File: src/rtl/ifetch_pkg.sv
// Shared constants for the mipslite fetch front end: reset PC, opcode field bounds,
// instruction width and the RUN/DRAIN state encodings.
package ifetch_pkg;

  localparam int unsigned ILEN         = 32;
  localparam int unsigned OP_MSB       = 31;
  localparam int unsigned OP_LSB       = 26;
  localparam logic [31:0] RESET_PC_DEF = 32'h0000_3000;

  localparam logic [0:0] ST_RUN   = 1'b0;
  localparam logic [0:0] ST_DRAIN = 1'b1;

  typedef logic [ILEN-1:0] instr_t;

  function automatic logic [5:0] op_field(input instr_t instr);
    return instr[OP_MSB:OP_LSB];
  endfunction

endpackage

File: src/rtl/fetch_queue.sv
// In-order synchronous FIFO with flush; head is read combinationally (zero added latency).
// No internal backpressure: push on full is accepted only alongside a pop, flush drops pushes.
module fetch_queue #(
  parameter int unsigned W     = 64,
  parameter int unsigned DEPTH = 2
) (
  input  logic                     clk,
  input  logic                     rst,
  input  logic                     flush_i,
  input  logic                     push_i,
  input  logic [W-1:0]             push_dat_i,
  input  logic                     pop_i,
  output logic [W-1:0]             head_dat_o,
  output logic                     empty_o,
  output logic [$clog2(DEPTH):0]   count_o
);

  localparam int unsigned PW = $clog2(DEPTH);
  localparam int unsigned CW = PW + 1;

  logic [W-1:0]  mem_q [DEPTH];
  logic [PW-1:0] rd_ptr_q, wr_ptr_q;
  logic [CW-1:0] cnt_q, cnt_d;
  logic          full, do_push, do_pop;

  assign empty_o    = (cnt_q == '0);
  assign full       = (cnt_q == CW'(DEPTH));
  assign do_pop     = pop_i && !empty_o;
  assign do_push    = push_i && !flush_i && (!full || do_pop);
  assign head_dat_o = mem_q[rd_ptr_q];
  assign count_o    = cnt_q;
  assign cnt_d      = cnt_q + CW'(do_push) - CW'(do_pop);

  always_ff @(posedge clk) begin
    if (rst || flush_i) begin
      rd_ptr_q <= '0;
      wr_ptr_q <= '0;
      cnt_q    <= '0;
    end else begin
      if (do_push) wr_ptr_q <= wr_ptr_q + PW'(1);
      if (do_pop)  rd_ptr_q <= rd_ptr_q + PW'(1);
      cnt_q <= cnt_d;
    end
  end

  always_ff @(posedge clk) begin
    if (do_push) mem_q[wr_ptr_q] <= push_dat_i;
  end

endmodule

File: src/rtl/ifetch_unit.sv
// Fetch front end: credit-limited sequential requests, in-order prefetch queue, redirect with drain.
// Accept N -> rsp N+1 -> dec_valid N+2; optional perf counters under IFETCH_PERF_EN.
module ifetch_unit
  import ifetch_pkg::*;
#(
  parameter int unsigned    DEPTH    = 2,
  parameter int unsigned    AW       = 32,
  parameter logic [AW-1:0]  RESET_PC = AW'(RESET_PC_DEF)
) (
  input  logic          clk,
  input  logic          rst,
  output logic          imem_req_valid,
  input  logic          imem_req_ready,
  output logic [AW-1:0] imem_req_addr,
  input  logic          imem_rsp_valid,
  input  logic [31:0]   imem_rsp_data,
  input  logic          redirect_valid,
  input  logic [AW-1:0] redirect_pc,
  input  logic          dec_ready,
  output logic          dec_valid,
  output logic [31:0]   dec_instr,
  output logic [AW-1:0] dec_pc,
  output logic [5:0]    dec_op,
  output logic          stall
`ifdef IFETCH_PERF_EN
  ,
  output logic [31:0]   perf_stall_cnt,
  output logic [15:0]   perf_flush_cnt
`endif
);

  localparam int unsigned CW      = $clog2(DEPTH) + 1;
  localparam int unsigned QW      = ILEN + AW;
  localparam logic [CW:0] CREDITS = (CW+1)'(DEPTH);

  logic [0:0]    state_q, state_d;
  logic [AW-1:0] fetch_pc_q, fetch_pc_d;
  logic [CW-1:0] out_q, out_d, discard_q, discard_d;
  logic [CW-1:0] occ, tag_cnt;
  logic [AW-1:0] tag_pc, redir_pc;
  logic [QW-1:0] q_head;
  logic          q_empty, tag_empty, req_acc, rsp_keep, q_pop;
  logic          unused;

  assign redir_pc       = {redirect_pc[AW-1:2], 2'b00};
  assign imem_req_valid = !rst && (state_q == ST_RUN) && (({1'b0, occ} + {1'b0, out_q}) < CREDITS);
  assign imem_req_addr  = fetch_pc_q;
  assign req_acc        = imem_req_valid && imem_req_ready;
  // A word arriving with a redirect belongs to the old path and is dropped.
  assign rsp_keep       = imem_rsp_valid && (discard_q == '0) && !redirect_valid;

  assign dec_valid            = !q_empty;
  assign q_pop                = dec_valid && dec_ready;
  assign {dec_instr, dec_pc}  = dec_valid ? q_head : '0;
  assign dec_op               = op_field(dec_instr);
  assign stall                = !dec_valid;

  assign unused = ^{tag_empty, tag_cnt, redirect_pc[1:0]};

  // Tags are popped for every response, dropped or kept, so they never need flushing.
  fetch_queue #(.W(AW), .DEPTH(DEPTH)) u_tags (
    .clk        (clk),
    .rst        (rst),
    .flush_i    (1'b0),
    .push_i     (req_acc),
    .push_dat_i (fetch_pc_q),
    .pop_i      (imem_rsp_valid),
    .head_dat_o (tag_pc),
    .empty_o    (tag_empty),
    .count_o    (tag_cnt)
  );

  fetch_queue #(.W(QW), .DEPTH(DEPTH)) u_queue (
    .clk        (clk),
    .rst        (rst),
    .flush_i    (redirect_valid),
    .push_i     (rsp_keep),
    .push_dat_i ({imem_rsp_data, tag_pc}),
    .pop_i      (q_pop),
    .head_dat_o (q_head),
    .empty_o    (q_empty),
    .count_o    (occ)
  );

  always_comb begin
    out_d      = out_q + CW'(req_acc) - CW'(imem_rsp_valid);
    discard_d  = discard_q;
    fetch_pc_d = fetch_pc_q;
    state_d    = state_q;
    if (imem_rsp_valid && (discard_q != '0)) discard_d = discard_q - CW'(1);
    if (req_acc) fetch_pc_d = fetch_pc_q + AW'(4);
    if ((state_q == ST_DRAIN) && (discard_d == '0)) state_d = ST_RUN;
    if (redirect_valid) begin
      fetch_pc_d = redir_pc;
      discard_d  = out_d;
      state_d    = (out_d != '0) ? ST_DRAIN : ST_RUN;
    end
  end

  always_ff @(posedge clk) begin
    if (rst) begin
      state_q    <= ST_RUN;
      fetch_pc_q <= RESET_PC;
      out_q      <= '0;
      discard_q  <= '0;
    end else begin
      state_q    <= state_d;
      fetch_pc_q <= fetch_pc_d;
      out_q      <= out_d;
      discard_q  <= discard_d;
    end
  end

`ifdef IFETCH_PERF_EN
  logic [31:0] stall_cnt_q;
  logic [15:0] flush_cnt_q;

  always_ff @(posedge clk) begin
    if (rst) begin
      stall_cnt_q <= '0;
      flush_cnt_q <= '0;
    end else begin
      if (stall && (stall_cnt_q != '1)) stall_cnt_q <= stall_cnt_q + 32'd1;
      if (redirect_valid) flush_cnt_q <= flush_cnt_q + 16'd1;
    end
  end

  assign perf_stall_cnt = stall_cnt_q;
  assign perf_flush_cnt = flush_cnt_q;
`endif

endmodule

File: config.mk
export PLATFORM = sky130hd
export DESIGN_NAME = ifetch_unit
export DESIGN_NICKNAME = d
export VERILOG_FILES = /design/src/rtl/ifetch_pkg.sv /design/src/rtl/fetch_queue.sv /design/src/rtl/ifetch_unit.sv
export SDC_FILE = /design/constraint.sdc
export NUM_CORES = 1
export LEC_CHECK = 0
export BUFFER_PORTS_ARGS = -buffer_cell sky130_fd_sc_hd__buf_2
export CORE_MARGIN = 3
export CORE_UTILIZATION = 40
export DETAILED_ROUTE_END_ITERATION = 6
export GPL_TIMING_DRIVEN = 0
export PLACE_DENSITY = 0.61
export SLEW_MARGIN = 20
export SYNTH_ARGS = -nofsm -noshare
export SYNTH_HDL_FRONTEND = slang
export SYNTH_SLANG_ARGS = --single-unit
File: constraint.sdc
create_clock -name clk -period 10.9 [get_ports clk]
set_input_delay 0.545 -clock clk [delete_from_list [all_inputs] [get_ports clk]]
set_output_delay 0.545 -clock clk [all_outputs]
set_load 0.02 [all_outputs]
==> flow_summary.json <==
{
  "worstPathRequired_ps": 11100,
  "avgViaCountPerCell": 5.04,
  "area_delta_synth_final_pct": 22.7,
  "critPathMaxFanout": 10,
  "cap_violations": 0,
  "synth.top_cell.area_share_pct": 58.1,
  "endpoint": "u_queue.mem_q[0][34]",
  "slew_headroom_pct": 46.2,
  "fin_tns_setup_ps": 0,
  "crit_cells": 10,
  "worstMarginPinSlew_ps": 807,
  "worstSetupPathType": "input pin to register",
  "ys.warnings.count": 0,
  "finalSetupViolations": 0,
  "diodes": 0,
  "cp_top_family": "buffers and inverters",
  "max_freq_mhz": 307,
  "rows": 55,
  "postCtsSetupRepairBufs": 0,
  "htreeDepth": 1,
  "drc": 0,
  "finalNonFillerCells": 1239,
  "routed_wl_um": 22100,
  "rr_worst_depth": 8,
  "ctsLongestPathBuffers": 3,
  "track_usage_pct": 16.8,
  "via_count": 6242,
  "start_util_pct": 41.4,
  "cp.arrival_ps": 3460,
  "die_area_sq_um": 25700,
  "port_buffers": 167,
  "r2r_setup_slack_ps": 7900,
  "ys_types": 48,
  "die_y_um": 160,
  "drive_above_1_share_pct": 28.5,
  "dr.first_iter.drc_count": 329,
  "nets": 988,
  "yosysMostFrequentCell": "edfxtp_1",
  "p_per_area_nw_per_um2": 182,
  "cts.clk_slew.worst_paths_ps": 60,
  "antenna_found_initial": 0,
  "grt_pass1_wl_um": 34200,
  "power_leakage_nw": 4.29,
  "async_flop_share_pct": 0,
  "gp_congestion": 0.824,
  "cts_root_buffer": "clkbuf_16",
  "slew_viol_final": 0,
  "ys.flop_type": "edfxtp_1",
  "clkSinkCount": 229,
  "synth_common_cells": "edfxtp_1 (184), nor2_1 (95), mux2i_1 (63), dfxtp_1 (45), mux2_2 (30)",
  "drtAntennaViolNets": 0,
  "num-fill-cells": 2074,
  "slowest_delay_ps": 650,
  "worstSetupStartpoint": "redirect_valid",
  "dp_cells": 1196,
  "core-area_sq_um": 23000,
  "hpwl_um": 15800,
  "timing.rr.end": "u_tags.mem_q[1][20]",
  "rsz0062_at_grt": "false",
  "netlist_top_cells_area": "edfxtp_1 (58%), dfxtp_1 (9.5%), mux2i_1 (6.6%), nor2_1 (3.7%), mux2_2 (3.5%)",
  "r2r_start": "u_queue.count_o[0]",
  "mappedNetlistArea_sq_um": 9520,
  "timing.hold.worst.class": "input pin to register",
  "ir_worst_vdd_mv": 0.0935,
  "end_kind": "register",
  "period_needed_ps": 3260,
  "die_w_um": 160,
  "grt_pass1_vias": 5976,
  "hold_buffers": 0,
  "period_share_pct": 29.9,
  "post_drt_wl_per_cell_um": 17.9,
  "clk_latency_ps": 510,
  "grt_max_degree": 52,
  "path_cells": "buf_2 -> clkbuf_1 -> buf_1 -> buf_1 -> nor4_2 -> buf_4 -> buf_2 -> buf_2 -> buf_2 -> buf_2",
  "cts_buffers": 24,
  "synth_edf_count": 184,
  "hold_viol": 0,
  "crit_path_start_kind": "input pin",
  "cp_slowest_cell": "nor4_2",
  "status": "finished, final reports clean",
  "synth.avg_cell_area_sq_um": 13.6,
  "gr-total-overflow": 0,
  "synth_top_area_cell": "edfxtp_1",
  "synth-seq-area-share_pct": 67.5,
  "synthCells": 699,
  "ctsResizeCount": 0,
  "post_dp_cell_area_sq_um": 10900,
  "drtPass1Iterations": 5,
  "ios": 175,
  "clock_skew_ps": 12.7,
  "synth-seq-cells": 229,
  "crit_top_cell": "buf_2",
  "critPathBufInv": 9,
  "cts_tree": "done",
  "postLayoutCellArea_sq_um": 11700
}
==> worst min path at each step <==
stage / slack [ps] / depth (start not counted) / from / to
2_1_floorplan: 480 / 2 / state_q / state_q
3_3_place_gp: 500 / 2 / state_q / state_q
3_5_place_dp: 500 / 2 / state_q / state_q
4_1_cts: 210 / 1 / imem_rsp_data[14] / u_queue.mem_q[1][46]
5_1_grt: 210 / 1 / imem_rsp_data[19] / u_queue.mem_q[0][51]
6_report: 230 / 1 / imem_rsp_data[0] / u_queue.mem_q[0][32]
==> cell type report <==
| type | instances | area (sq um) | area share (%) |
|---|---|---|---|
| plain buffers | 46 | 219 | 1.88 |
| clock buffers | 32 | 652 | 5.58 |
| clock inverters | 11 | 105 | 0.900 |
| inverters | 18 | 67.6 | 0.579 |
| multi-input cells | 409 | 2830 | 24.3 |
| flip-flops and latches | 229 | 6430 | 55.0 |
| well taps | 313 | 392 | 3.35 |
| repair buffers | 181 | 978 | 8.38 |
==> state kept, by name (all words and copies together), names as in the netlist, named ones only <==
| signal | count |
|---|---|
| u_tags.wr_ptr_q | 1 |
| imem_req_addr | 30 |
| u_queue.count_o | 2 |
| u_queue.mem_q | 124 |
| discard_q | 2 |
| state_q | 1 |
| u_queue.rd_ptr_q | 1 |
| u_tags.count_o | 2 |
| u_tags.rd_ptr_q | 1 |
| u_queue.wr_ptr_q | 1 |
| out_q | 2 |
| u_tags.mem_q | 60 |
==> cells in the final DEF, fill, tap and decap left out, drive strengths merged, types with 3 or more instances in the layout <==
master  netlist  layout
a211oi       11      11
a21oi        10      10
a221oi        3       3
a311oi        9       9
and2          4       4
and3          5       5
and4          7       7
buf          18     199
clkbuf       28      60
clkinv        2      10
conb          1       4
dfxtp        45      45
edfxtp      184     184
ha            8       8
inv          16      17
mux2         30      30
mux2i        63      63
nand2        22      22
nand3        18      18
nand4         9       9
nor2         95      95
nor2b         3       3
nor3         17      17
nor3b         7       7
nor4          7       7
o21ai         9       9
o21bai        3       3
o31ai         7       7
or2           3       3
or3           8       8
or4          15      15
xnor2        11      11
xor2          8       8
==> kinds of logic after synthesis <==
logic type | share of synthesized area [%]
flip-flops | 67.5
AND/OR/NAND/NOR | 11.8
multiplexers | 10.2
buffers and inverters | 3.01
AO/OA/AOI/OAI | 4.50
XOR/XNOR | 1.75
adder cells (fa/ha/maj) | 1.26
other | 0.0394
==> layer usage <==
| layer | vias to the layer above | share of wire [%] | global-route usage, % |
|---|---|---|---|
| met2 | 221 | 47 | 27.6 |
| met1 | 2967 | 45 | 23.2 |
| met4 | 0 | 2.3 | 4.77 |
| met3 | 27 | 6.3 | 2.96 |
| met5 | - | 0 | 0 |
| li1 | 3027 | - | - |
==> metrics by stage <==
stage	setup WS, ps	hold slack, ps	total power, mW	utilization (%)
6_report	7640	231	2.12	50.8
3_3_place_gp	-1590	498	1.35	46.8
2_1_floorplan	3130	477	1.26	-
5_1_grt	7410	208	2.21	50.8
3_5_place_dp	7100	503	1.36	47.5
4_1_cts	7640	211	2.15	50.8
==> power breakdown <==
part	switching [mW]	internal, mW
registers	0.0317	1.02
clock network	0.314	0.467
logic	0.169	0.116
No activity file was read; power rests on OpenSTA's default activity.
